`config.mk`:
```
export PLATFORM = sky130hd
export DESIGN_NAME = pipeline_writeback
export DESIGN_NICKNAME = d
export VERILOG_FILES = /design/src/rtl/mips_pkg.sv /design/src/rtl/pipeline_writeback_load_align.sv /design/src/rtl/pipeline_writeback.sv
export SDC_FILE = /design/constraint.sdc
export NUM_CORES = 1
export LEC_CHECK = 0
export CAP_MARGIN = 15
export CORE_UTILIZATION = 57
export DETAILED_ROUTE_END_ITERATION = 10
export DONT_BUFFER_PORTS = 1
export GPL_TIMING_DRIVEN = 0
export HOLD_SLACK_MARGIN = 0.02
export PLACE_DENSITY = 0.75
export SYNTH_ARGS = -nofsm -noshare
export SYNTH_HDL_FRONTEND = slang
export SYNTH_HIERARCHICAL = 1
export SYNTH_SLANG_ARGS = --single-unit
```
`constraint.sdc`:
```
create_clock -name clk -period 1.7 [get_ports clk]
set_clock_uncertainty 0.1 [all_clocks]
set_input_delay 0.34 -clock clk [delete_from_list [all_inputs] [get_ports clk]]
set_output_delay 0.34 -clock clk [all_outputs]
set_load 0.01 [all_outputs]
```
`src/rtl/mips_pkg.sv`:
```
// Shared MIPS pipeline constants: load sizes, exception codes, writeback FSM states.
// Pure declarations, no logic.
package mips_pkg;

    localparam logic [1:0] LS_BYTE = 2'd0;
    localparam logic [1:0] LS_HALF = 2'd1;
    localparam logic [1:0] LS_WORD = 2'd2;

    localparam logic [2:0] EXC_NONE = 3'd0;
    localparam logic [2:0] EXC_ADEL = 3'd4;

    typedef enum logic [1:0] {
        WB_RUN   = 2'd0,
        WB_FLUSH = 2'd1,
        WB_HOLD  = 2'd2
    } wb_state_e;

endpackage

```
`src/rtl/pipeline_writeback_load_align.sv`:
```
// Load lane select, sign/zero extension and misalignment check (little-endian).
// Purely combinational, zero latency, no backpressure.
module load_align
    import mips_pkg::*;
(
    input  logic [31:0] addr_i,
    input  logic [31:0] rdata_i,
    input  logic        is_load_i,
    input  logic [1:0]  size_i,
    input  logic        signed_i,
    output logic [31:0] data_o,
    output logic        misaligned_o
);

    logic [7:0]  byte_v;
    logic [15:0] half_v;

    always_comb begin
        byte_v       = rdata_i[7:0];
        half_v       = addr_i[1] ? rdata_i[31:16] : rdata_i[15:0];
        data_o       = addr_i;
        misaligned_o = 1'b0;
        case (addr_i[1:0])
            2'd0:    byte_v = rdata_i[7:0];
            2'd1:    byte_v = rdata_i[15:8];
            2'd2:    byte_v = rdata_i[23:16];
            default: byte_v = rdata_i[31:24];
        endcase
        if (is_load_i) begin
            case (size_i)
                LS_BYTE: data_o = {{24{signed_i & byte_v[7]}}, byte_v};
                LS_HALF: begin
                    data_o       = {{16{signed_i & half_v[15]}}, half_v};
                    misaligned_o = addr_i[0];
                end
                // size 3 is treated as a word access
                default: begin
                    data_o       = rdata_i;
                    misaligned_o = (addr_i[1:0] != 2'b00);
                end
            endcase
        end
    end

endmodule

```
`src/rtl/pipeline_writeback.sv`:
```
// MIPS writeback stage: load formatting, RF write/forward, exception flush/hold FSM; 1-cycle registered latency, no backpressure.
// Optional WB_RETIRE_COUNTER_EN adds a wrapping 32-bit retire_count of committed non-faulting instructions.
module pipeline_writeback
    import mips_pkg::*;
#(
    parameter int unsigned FLUSH_CYCLES = 3,
    parameter logic [2:0]  ADEL_CODE    = EXC_ADEL
) (
    input  logic        clk,
    input  logic        rst,
    input  logic        valid_in,
    input  logic [31:0] pc_in,
    input  logic [31:0] rd_value,
    input  logic [31:0] mem_out_value,
    input  logic        memread_enable,
    input  logic [1:0]  load_size,
    input  logic        load_signed,
    input  logic        regwrite_enable,
    input  logic [4:0]  rd_index,
    input  logic [2:0]  mem_exception,
    input  logic        exc_ack,
    output logic        rf_we,
    output logic [4:0]  rf_waddr,
    output logic [31:0] rf_wdata,
    output logic        fwd_valid,
    output logic        exc_valid,
    output logic [2:0]  exc_code,
    output logic [31:0] exc_pc,
    output logic        flush_out
`ifdef WB_RETIRE_COUNTER_EN
    ,
    output logic [31:0] retire_count
`endif
);

    localparam logic [3:0] CNT_INIT = 4'(FLUSH_CYCLES - 1);

    wb_state_e   state_q, state_d;
    logic [3:0]  cnt_q, cnt_d;
    logic        flush_q, flush_d;
    logic        exc_valid_q, exc_valid_d;
    logic [2:0]  exc_code_q, exc_code_d;
    logic [31:0] exc_pc_q, exc_pc_d;
    logic        rf_we_q, rf_we_d;
    logic [4:0]  rf_waddr_q;
    logic [31:0] rf_wdata_q;

    logic [31:0] load_data;
    logic        misaligned;
    logic        fault;
    logic        run;

    load_align u_load_align (
        .addr_i       (rd_value),
        .rdata_i      (mem_out_value),
        .is_load_i    (memread_enable),
        .size_i       (load_size),
        .signed_i     (load_signed),
        .data_o       (load_data),
        .misaligned_o (misaligned)
    );

    assign fault   = valid_in & ((mem_exception != EXC_NONE) | misaligned);
    assign run     = (state_q == WB_RUN);
    assign rf_we_d = valid_in & regwrite_enable & (rd_index != 5'd0) & ~fault & run;

    always_comb begin
        state_d     = state_q;
        cnt_d       = cnt_q;
        flush_d     = flush_q;
        exc_valid_d = exc_valid_q;
        exc_code_d  = exc_code_q;
        exc_pc_d    = exc_pc_q;
        case (state_q)
            WB_RUN: begin
                if (fault) begin
                    exc_code_d  = (mem_exception != EXC_NONE) ? mem_exception : ADEL_CODE;
                    exc_pc_d    = pc_in;
                    exc_valid_d = 1'b1;
                    flush_d     = 1'b1;
                    cnt_d       = CNT_INIT;
                    state_d     = WB_FLUSH;
                end
            end
            WB_FLUSH: begin
                if (cnt_q == 4'd0) begin
                    flush_d = 1'b0;
                    state_d = WB_HOLD;
                end else begin
                    cnt_d = cnt_q - 4'd1;
                end
            end
            WB_HOLD: begin
                if (exc_ack) begin
                    exc_valid_d = 1'b0;
                    state_d     = WB_RUN;
                end
            end
            default: state_d = WB_RUN;
        endcase
    end

    always_ff @(posedge clk or negedge rst) begin
        if (!rst) begin
            state_q     <= WB_RUN;
            cnt_q       <= 4'd0;
            flush_q     <= 1'b0;
            exc_valid_q <= 1'b0;
            exc_code_q  <= EXC_NONE;
            exc_pc_q    <= 32'd0;
            rf_we_q     <= 1'b0;
            rf_waddr_q  <= 5'd0;
            rf_wdata_q  <= 32'd0;
        end else begin
            state_q     <= state_d;
            cnt_q       <= cnt_d;
            flush_q     <= flush_d;
            exc_valid_q <= exc_valid_d;
            exc_code_q  <= exc_code_d;
            exc_pc_q    <= exc_pc_d;
            rf_we_q     <= rf_we_d;
            // address/data hold their last written values between writes
            if (rf_we_d) begin
                rf_waddr_q <= rd_index;
                rf_wdata_q <= load_data;
            end
        end
    end

`ifdef WB_RETIRE_COUNTER_EN
    logic [31:0] retire_q;

    always_ff @(posedge clk or negedge rst) begin
        if (!rst) begin
            retire_q <= 32'd0;
        end else if (valid_in & run & ~fault) begin
            retire_q <= retire_q + 32'd1;
        end
    end

    assign retire_count = retire_q;
`endif

    assign rf_we     = rf_we_q;
    assign rf_waddr  = rf_waddr_q;
    assign rf_wdata  = rf_wdata_q;
    assign fwd_valid = rf_we_q;
    assign exc_valid = exc_valid_q;
    assign exc_code  = exc_code_q;
    assign exc_pc    = exc_pc_q;
    assign flush_out = flush_q;

endmodule

```
# [After elaboration in Yosys (flattened, before gate mapping)]
# Index checks and enable logic that the tools add are counted.
[word_totals] register_bits=81 input_bits=113
[classes] add_sub_neg=1 mux=19 n_reduce_logical=14 eq_ne=9 bitwise_logic=9
[op_table] cell="one-hot mux 32 bit (2 select lines)" n=1
[op_table] cell="2-to-1 mux 32 bit" n=1
[op_table] cell="one-hot mux 8 bit (3 select lines)" n=1
[op_table] cell="2-to-1 mux 16 bit" n=1
[op_table] cell="AND reduction 3 bit" n=4
[op_table] cell="2-to-1 mux 4 bit" n=2
[op_table] cell="!= test 2 bit, second input constant" n=4
[op_table] cell="one-hot mux 4 bit (2 select lines)" n=1
[op_table] cell="AND 1 bit" n=7
[op_table] cell="== test 2 x 1 -> 1 bit, second input constant" n=3
[op_table] cell="zero test 2 bit" n=3
[op_table] cell="2-to-1 mux 2 bit" n=3
[op_table] cell="one-hot mux 1 bit (2 select lines)" n=3
[op_table] cell="one-hot mux 2 bit (3 select lines)" n=1
[op_table] cell="nonzero test 2 bit" n=3
[op_table] cell="nonzero test 5 bit" n=1
[op_table] cell="== test 2 bit, second input constant" n=2
[op_table] cell="zero test 4 bit" n=1
[op_table] cell="2-to-1 mux 1 bit" n=4
[op_table] cell="subtractor 4 x 1 -> 4 bit, second input constant" n=1
[op_table] cell="2-to-1 mux 3 bit" n=1
[op_table] cell="nonzero test 3 bit" n=1
[op_table] cell="AND reduction 2 bit" n=1
[op_table] cell="inverter 1 bit" n=1
[op_table] cell="OR 1 bit" n=1

# [Logic depth before layout (Yosys ltp)]
# Gate-level depths: netlist of run 1.
[depth] word_depth=8 depth_mapped=9 depth_no_buf=5

# [Modules after synthesis]
# Netlist of run 1, hierarchy kept.
[by_module_without_submodules] module="pipeline_writeback" seq_area_each_um2=2026.9 n_inst=1 area_per_inst_um2=3288.2 cells_per_inst=206
[by_module_without_submodules] module="load_align" seq_area_each_um2=0.0 n_inst=1 area_per_inst_um2=1127.3 cells_per_inst=183

# [Least setup slack after synthesis of run 1]
# OpenSTA, ideal clock, no wires.
[synth_path] kind="input to register" startpoint="in load_size[1]" endpoint="reg exc_pc_q[10], in the netlist exc_pc[10]" arrival_ns=2.016 path_buffers=4 stages=9 t_required_ns=1.475 slack_ns=-0.541 setup_time_ns=0.125 cell_sequence="buf_2 clkbuf_1 o21ai_0 a21oi_1 nor4_2 nand2b_1 buf_2 buf_4 mux2_2"
[synth_via] elab_chain_cells=6
[synth_rtl] element="start, declared" line_no="pipeline_writeback.sv:16" text="input logic [1:0] load_size,"
[synth_rtl] element="== test 2 x 1 -> 1 bit or zero test 2 bit (tied branches)" line_no="pipeline_writeback_load_align.sv:30" text="case (size_i)"
[synth_rtl] element="one-hot mux 1 bit (2 select lines) *" line_no="pipeline_writeback_load_align.sv:30"
[synth_rtl] element="2-to-1 mux 1 bit *" line_no="pipeline_writeback_load_align.sv:29" text="if (is_load_i) begin"
[synth_rtl] element="named net misaligned" line_no="pipeline_writeback.sv:49" text="logic misaligned;"
[synth_rtl] element="OR 1 bit *" line_no="pipeline_writeback.sv:63" text="assign fault = valid_in & ((mem_exception != EXC_NONE) | misaligned);"
[synth_rtl] element="AND 1 bit *" line_no="pipeline_writeback.sv:63"
[synth_rtl] element="AND reduction 2 bit (no line) *"
[synth_rtl] element="end signal, assigned" line_no="pipeline_writeback.sv:120" text="exc_pc_q <= exc_pc_d;"
[synth_rtl] element="end, declared" line_no="pipeline_writeback.sv:43" text="logic [31:0] exc_pc_q, exc_pc_d;"
# Mark *: on every way through the listed nets, which the timed path passes. The rest lies on a longest branch.
# A chain may end at the register's enable or synchronous reset.

# [Worst setup path after layout of run 1]
[layout_path] startpoint="in load_size[0]" endpoint="reg rf_wdata_q[19], in the netlist rf_wdata[19]"
[layout_via] elab_chain_cells=8
[layout_rtl] element="== test 2 x 1 -> 1 bit or zero test 2 bit (tied branches)" line_no="pipeline_writeback_load_align.sv:30"
[layout_rtl] element="one-hot mux 1 bit (2 select lines) *" line_no="pipeline_writeback_load_align.sv:30"
[layout_rtl] element="2-to-1 mux 1 bit *" line_no="pipeline_writeback_load_align.sv:29"
[layout_rtl] element="named net misaligned" line_no="pipeline_writeback.sv:49"
[layout_rtl] element="OR 1 bit *" line_no="pipeline_writeback.sv:63"
[layout_rtl] element="AND 1 bit *" line_no="pipeline_writeback.sv:63"
[layout_rtl] element="inverter 1 bit *" line_no="pipeline_writeback.sv:65" text="assign rf_we_d = valid_in & regwrite_enable & (rd_index != 5'd0) & ~fault & run;"
[layout_rtl] element="AND 1 bit * (2 in a row)" line_no="pipeline_writeback.sv:65"
[layout_rtl] element="end signal, assigned" line_no="pipeline_writeback.sv:125" text="rf_wdata_q <= load_data;"
[layout_rtl] element="end, declared" line_no="pipeline_writeback.sv:46" text="logic [31:0] rf_wdata_q;"
# Marked as above.

==> results of run 1 <==
-- synth_stat cells, drive strengths merged (2+ instances only) --
master,number
a21oi,25
a22o,8
a22oi,7
a2bb2oi,3
a311oi,5
a31oi,7
a32oi,2
buf,19
clkbuf,9
dfrtp,81
ha,2
inv,9
mux2,71
mux2i,8
nand2,31
nand2b,5
nand3,17
nor2,11
nor2b,4
nor3b,4
o211ai,4
o21ai,24
o22a,2
o22ai,3
o2bb2ai,5
or3,3
or3b,2
or4,2
-- routing by layer --
metal | track usage | share of wire | vias up
met5 | 0 | 0 | -
met4 | 0.110 | 0.029 | 0
met3 | 0.0914 | 0.088 | 41
met2 | 0.564 | 0.50 | 218
met1 | 0.422 | 0.38 | 1770
li1 | - | - | 1587
-- logic make-up (layout without fill, tap and decap cells) --
| logic type | after synthesis | count (layout) | share of synthesized area |
|---|---|---|---|
| AOI/OAI and AO/OA | 105 | 105 | 0.172 |
| and+or+nand+nor | 84 | 84 | 0.0961 |
| DFF | 81 | 81 | 0.459 |
| muxes | 79 | 79 | 0.215 |
| buffers and inverters | 38 | 116 | 0.0524 |
| adders and majority gates | 2 | 2 | 0.00567 |
-- area by class of cell --
type,instances,area [µm²]
tap,99,124
sequential,81,2030
timing repair buffer,67,722
fill,471,1620
buffer,23,229
inverter,10,37.5
multi-input combinational,270,2380
clock buffer,9,124
clock inverter,7,108
-- worst paths after layout --
kind | startpoint | to | slack [ps] | depth (start not counted)
worst max register to register | state_q[0] | exc_pc[23] | -100 | 6
worst min-delay path | rst | exc_pc[14] | -440 | 0
worst min register to register | rf_wdata[9] | rf_wdata[9] | 490 | 1
min in group clk | pc_in[18] | exc_pc[18] | 30 | 1
worst max-delay path | load_size[0] | rf_wdata[19] | -130 | 10
max in group asynchronous | rst | state_q[0] | 1800 | 0
-- power by group through the flow --
stage | logic (µW) | clock network [µW] | registers (µW)
2_1_floorplan | 1950 | 0 | 3620
3_3_place_gp | 2130 | 0 | 3820
3_5_place_dp | 2210 | 0 | 3870
4_1_cts | 2670 | 1680 | 3840
5_1_grt | 3080 | 1770 | 3980
6_report | 2880 | 1680 | 3920
-- sequential cells by signal, summed over array words and instances (netlist names) --
signal	flops
rf_wdata	32
exc_code	3
exc_pc	32
flush_out	1
state_q	2
rf_waddr	5
exc_valid	1
fwd_valid	1
cnt_q	4
-- layout by cell type, fill, tap and decap left out, types with 8 or more instances in the layout --
cell / n
a21oi_1: 13
a21oi_2: 11
a22o_1: 8
buf_12: 8
buf_4: 21
buf_6: 9
clkbuf_8: 9
dfrtp_1: 79
dlygate4sd3_1: 36
mux2_2: 20
mux2_4: 51
mux2i_1: 8
nand2_1: 30
nand3_1: 17
nor2_1: 11
o21ai_0: 22
-- through the flow --
stage               TNS (ps)  std cells  setup slack (ps)   util
floorplan             -32200        389              -512      -
global placement      -46940        488              -716  0.641
CTS                     -910        556             -49.7  0.759
finish                 -4350        566              -132  0.781
global route           -5760        566              -147  0.781
detailed placement    -50270        488              -754  0.641
-- repair_timing --
| action | in CTS | in global routing |
|---|---|---|
| buffers inserted | 19 | 9 |
| endpoints found under the setup margin | 78 | 75 |
| gates resized for setup | 19 | 16 |
| gates cloned | 2 | 3 |
| hold buffers | 33 | 3 |
| hold endpoints to repair | 114 | 84 |
| pin swaps | 4 | 0 |
==> metrics.md, run 1 <==
| Metric | Value |
|---|---|
| CP top delay family | buffers and inverters |
| Synth Instances | 389 |
| Detailed Place HPWL | 8.72 mm |
| Pwr per Cell Area | 1470 nW/µm² |
| Max-Cap Viols | 0 |
| Comb pwr share | 0.340 |
| Clock Tree Root | clkbuf_8 |
| Core area | 7370 µm² |
| Clk slew on worst S/H paths | 100 ps |
| Worst Path Arrival | 1980 ps |
| H-tree depth | 3 |
| Max stage delay on crit path | 290 ps |
| WHS | -443 ps |
| Fin crit share | 1.08 |
| Tot GR Track Use | 0.336 |
| Layout cell share with drive strength beyond 1 | 0.349 |
| Failing checks | hold timing, setup timing |
| Worst path cell trace | buf_12 > clkbuf_16 > o21ai_4 > a21oi_4 > nor4_4 > buf_4 > o2111ai_2 > buf_6 > clkbuf_16 > mux2_4 |
| Switch Pwr | 3010 µW |
| Ant. Diodes | 0 |
| Chip height | 90.0 µm |
| Die area | 8100 µm² |
| Syn Nets | 504 |
| Via count | 3616 |
| Yosys warning count | 6 |
| Seq cells post-synth | 81 |
| Worst slew margin | 0.587 |
| DR pass1 iterations | 5 |
| Most numerous cell on the critical path | clkbuf_16 |
| Slowest CP cell | mux2_4 |
| First-pass GRT wire length | 21.0 mm |
| DRC errors left | 0 |
| CTS Buf Count | 9 |
| EDFF count, synth | 0 |
| Status | finished, violations left |
| WL per Instance | 24.7 µm |
| Worst setup EP type | register |
| Area delta synth->final | 30.3% |
| Yosys top cell by area | dfrtp_1 |
| Post-synth cell types | 54 |
| Clk sinks | 81 |
| Rows | 31 |
| Post-route design area | 5750 µm² |
| Num ports | 189 |
| Chip width | 90.0 µm |
| Fin worst setup slack | -132 ps |
| Minimum clock period | 1830 ps |
| Synth area leaders | dfrtp_1, mux2_2, mux2_4 |
| Yosys top cell area share | 0.459 |
| Power, Total | 8480 µW |
| RSZ-0062 raised after global routing | yes |
| Startpoint Class | primary input |
| Clk Latency, worst-skew pair | 360 ps |
| Final Hold Fails | 81 |
| Worst Tran Pin Value | 611 ps |
| Sequential Power Share | 0.463 |
| Crit path max fanout | 9 |
| Asr flop ratio synth | 1.00 |
| Initial DRC count | 252 |
| Sequential element share of the synthesized area | 0.459 |
| Net Sw Frac | 0.355 |
| Vias in the first global route | 3669 |
| Initial antenna violation count | 0 |
| Cell Area, Synth | 4420 µm² |
| IO Port Bufs | 0 |
| Routed vias/inst | 6.39 |
| Placed Area | 4730 µm² |
| Internal | 5470 µW |
| Peak supply drop | 0.971 mV |
| Ys flop type | dfrtp_1 |
| Slew Viols, Final | 0 |
| Fin nets | 577 |
| Sum of buffers and inverters on the critical path | 5 |
| Setup violations, final | 51 |
| Clock power share | 0.198 |
| CTS tree | built |
| Worst EP required | 1850 ps |
| Initial Utilization | 0.599 |
| Routed Antenna Nets | 0 |
| Highest clock rate | 546 MHz |
| HP Class | in -> async |
| Grt total ovfl | 0 |
| Leak pwr | 0.00268 µW |
| Final GP Congestion | 0.954 |
| CP Class | in -> reg |
| CTS max path bufs | 2 |
| Final WL | 14.0 mm |
| Syn avg cell area | 11.4 µm² |
| Largest net degree at the start of global routing | 82 |
(Power assumes the default switching activity.)
==> run 2: changes to the inputs <==
Settings changed: CAP_MARGIN 15 to 0.
==> results of run 2 <==
Final layout, timing and power as in run 1 (identical DEF).
==> run 3: changes to the inputs <==
Settings changed: CORE_UTILIZATION 57 to 35, PLACE_DENSITY 0.75 to not set.
==> metrics.md, run 3 (same netlist as run 1, synthesis figures left out) <==
| Metric | Value |
|---|---|
| Final WL | 12.5 mm (-11%) |
| Fin cells | 588 (+3.9%) |
| Final setup TNS | -254 ps (+4100 ps) |
| Worst setup EP type | register |
| Initial antenna violation count | 0 (unchanged) |
| Final Hold Fails | 81 (unchanged) |
| Fin nets | 531 (-8.0%) |
| FF-to-FF Start | state_q[0] |
| Vias in the first global route | 3384 (-7.8%) |
| Final GP Congestion | 0.884 (-7.4%) |
| Pwr per Cell Area | 1550 nW/µm² (+5.4%) |
| Chip height | 114 µm (+27%) |
| WL per Instance | 21.2 µm (-14%) |
| Worst Tran Pin Value | 626 ps (+15.4 ps) |
| H-tree depth | 3 (unchanged) |
| CP Class | in -> reg |
| IO Port Bufs | 0 (unchanged) |
| Leak pwr | 0.00248 µW (-7.4%) |
| Initial Utilization | 0.363 (-0.236) |
| CTS max path bufs | 2 (unchanged) |
| Initial DRC count | 208 (-17%) |
| Worst slew margin | 0.577 (-0.0104) |
| Clk Latency, worst-skew pair | 340 ps (-20 ps) |
| Failing checks | hold timing, setup timing |
| CTS hold repair buffers | 1 (-97%) |
| CTS tree | built |
| Minimum clock period | 1720 ps (-112 ps) |
| Chip width | 114 µm (+27%) |
| Layout cell share with drive strength beyond 1 | 0.348 (-0.00142) |
| RSZ-0062 raised after global routing | yes |
| Highest clock rate | 581 MHz (+6.5%) |
| Clock power share | 0.267 (+0.069) |
| Filler Cell Count | 1147 (+140%) |
| WHS | -408 ps (+34.4 ps) |
| Dpl ws | -797 ps (-43.1 ps) |
| Area delta synth->final | 22.0% |
| Post-route design area | 5390 µm² (-6.4%) |
| Largest net degree at the start of global routing | 82 (unchanged) |
| Status | finished, violations left |
| Routed vias/inst | 5.58 (-13%) |
| Core area | 12200 µm² (+65%) |
| Setup violations, final | 20 (-61%) |
| Startpoint Class | primary input |
| Die area | 13100 µm² (+61%) |
| Tot GR Track Use | 0.193 (-0.144) |
| Comb pwr share | 0.276 (-0.064) |
| Clk sinks | 81 (unchanged) |
| Grt total ovfl | 0 (unchanged) |
| Detailed Place HPWL | 9.41 mm (+7.9%) |
| First-pass GRT wire length | 18.8 mm (-10%) |
| Net Sw Frac | 0.317 (-0.0382) |
| Ant. Diodes | 0 (unchanged) |
| DRC errors left | 0 (unchanged) |
| Via count | 3279 (-9.3%) |
| Worst EP required | 1810 ps (-40 ps) |
| Power, Total | 8380 µW (-1.3%) |
| Commonest non-fill, non-tap cell in the layout | dfrtp_1 |
| Placed cells | 557 (+14%) |
| Internal | 5720 µW (+4.6%) |
| Slew Viols, Final | 0 (unchanged) |
| Num ports | 189 (unchanged) |
| DR pass1 iterations | 4 (-1) |
| Peak supply drop | 0.763 mV (-21%) |
| Rows | 40 (+29%) |
| Crit path max fanout | 7 (-2) |
| Routed Antenna Nets | 0 (unchanged) |
| Fin crit share | 1.01 (-0.0657) |
| Clk slew on worst S/H paths | 60 ps (-40 ps) |
| CTS Buf Count | 9 (unchanged) |
| Commonest cells after routing, fill and taps aside | dfrtp_1, mux2_4, nand2_1 |
| HP Class | in -> async |
| Placed Area | 4810 µm² (+1.8%) |
| Max-Cap Viols | 0 (unchanged) |
| Clock Tree Root | clkbuf_16 |
| Fin worst setup slack | -20.2 ps (+112 ps) |
| Worst setup path startpoint | load_size[0] |
| Worst Path Arrival | 1830 ps (-150 ps) |
| Sequential Power Share | 0.458 (-0.005) |
| Switch Pwr | 2650 µW (-12%) |
## run 3: cell types whose count changed in the layout (fill, tap and decap cells not counted), sizes merged
cell,change
clkbuf,-2
clkinvlp,-1
bufinv,+1
dlygate4sd3,-35
buf,-9
clkinv,+2
inv,-3
## run 3: final timing paths
check,to,slack [ps],depth (start not counted)
max in group asynchronous,rf_wdata[22],1710,0
hold reg to reg,rf_wdata[9],480,1
setup reg to reg,rf_wdata[30],50,5
setup / recovery,rf_wdata[30],-20,9
hold / removal,rf_wdata[7],-410,0
min in group clk,exc_code[1],40,1
## run 3: timing repair
item	in CTS	in global routing
cloned	1	1
setup endpoints to repair	76	69
gates resized for setup	13	2
endpoints found under the hold margin	82	81
pin swaps	5	0
buffers inserted	15	1
## run 3: stage by stage
step	utilization	hold slack, ps
final	0.443	-408
after global routing	0.443	-424
after global placement	0.396	-53.9
after CTS	0.440	-429
after floorplan	-	-55.6
after detailed placement	0.396	-54.1
## run 3: layer usage
| layer | vias up | global-route usage | wire [µm] |
|---|---|---|---|
| li1 | 1484 | - | - |
| met1 | 1624 | 0.234 | 5100 |
| met2 | 137 | 0.307 | 5980 |
| met3 | 34 | 0.0566 | 911 |
| met4 | 0 | 0.108 | 483 |
| met5 | - | 0 | 0 |
## run 3: power by group through the flow
stage	clock, µW	sequential, µW	combinational, µW
floorplan	0	3620	1950
global placement	0	3860	2130
detailed placement	0	3870	2200
CTS	2300	3860	2310
global route	2360	3950	2500
finish	2230	3830	2310
## run 3: cell type report
| class | instances | area, µm² | area share |
|---|---|---|---|
| buffer | 25 | 243 | 0.0451 |
| clock buffer | 9 | 225 | 0.0418 |
| clock inverter | 6 | 116 | 0.0216 |
| inverter | 10 | 37.5 | 0.00697 |
| multi-input combinational | 270 | 2340 | 0.434 |
| sequential | 81 | 2030 | 0.377 |
| tap | 168 | 210 | 0.0390 |
| timing repair buffer | 19 | 186 | 0.0346 |
## run 3: critical path, stage by stage
cell       delay, ps
buf_12           100
clkbuf_16        130
o21ai_4          130
a21oi_4           90
nor4_4           220
o2111ai_2        190
buf_6            190
buf_12           140
mux2_4           290
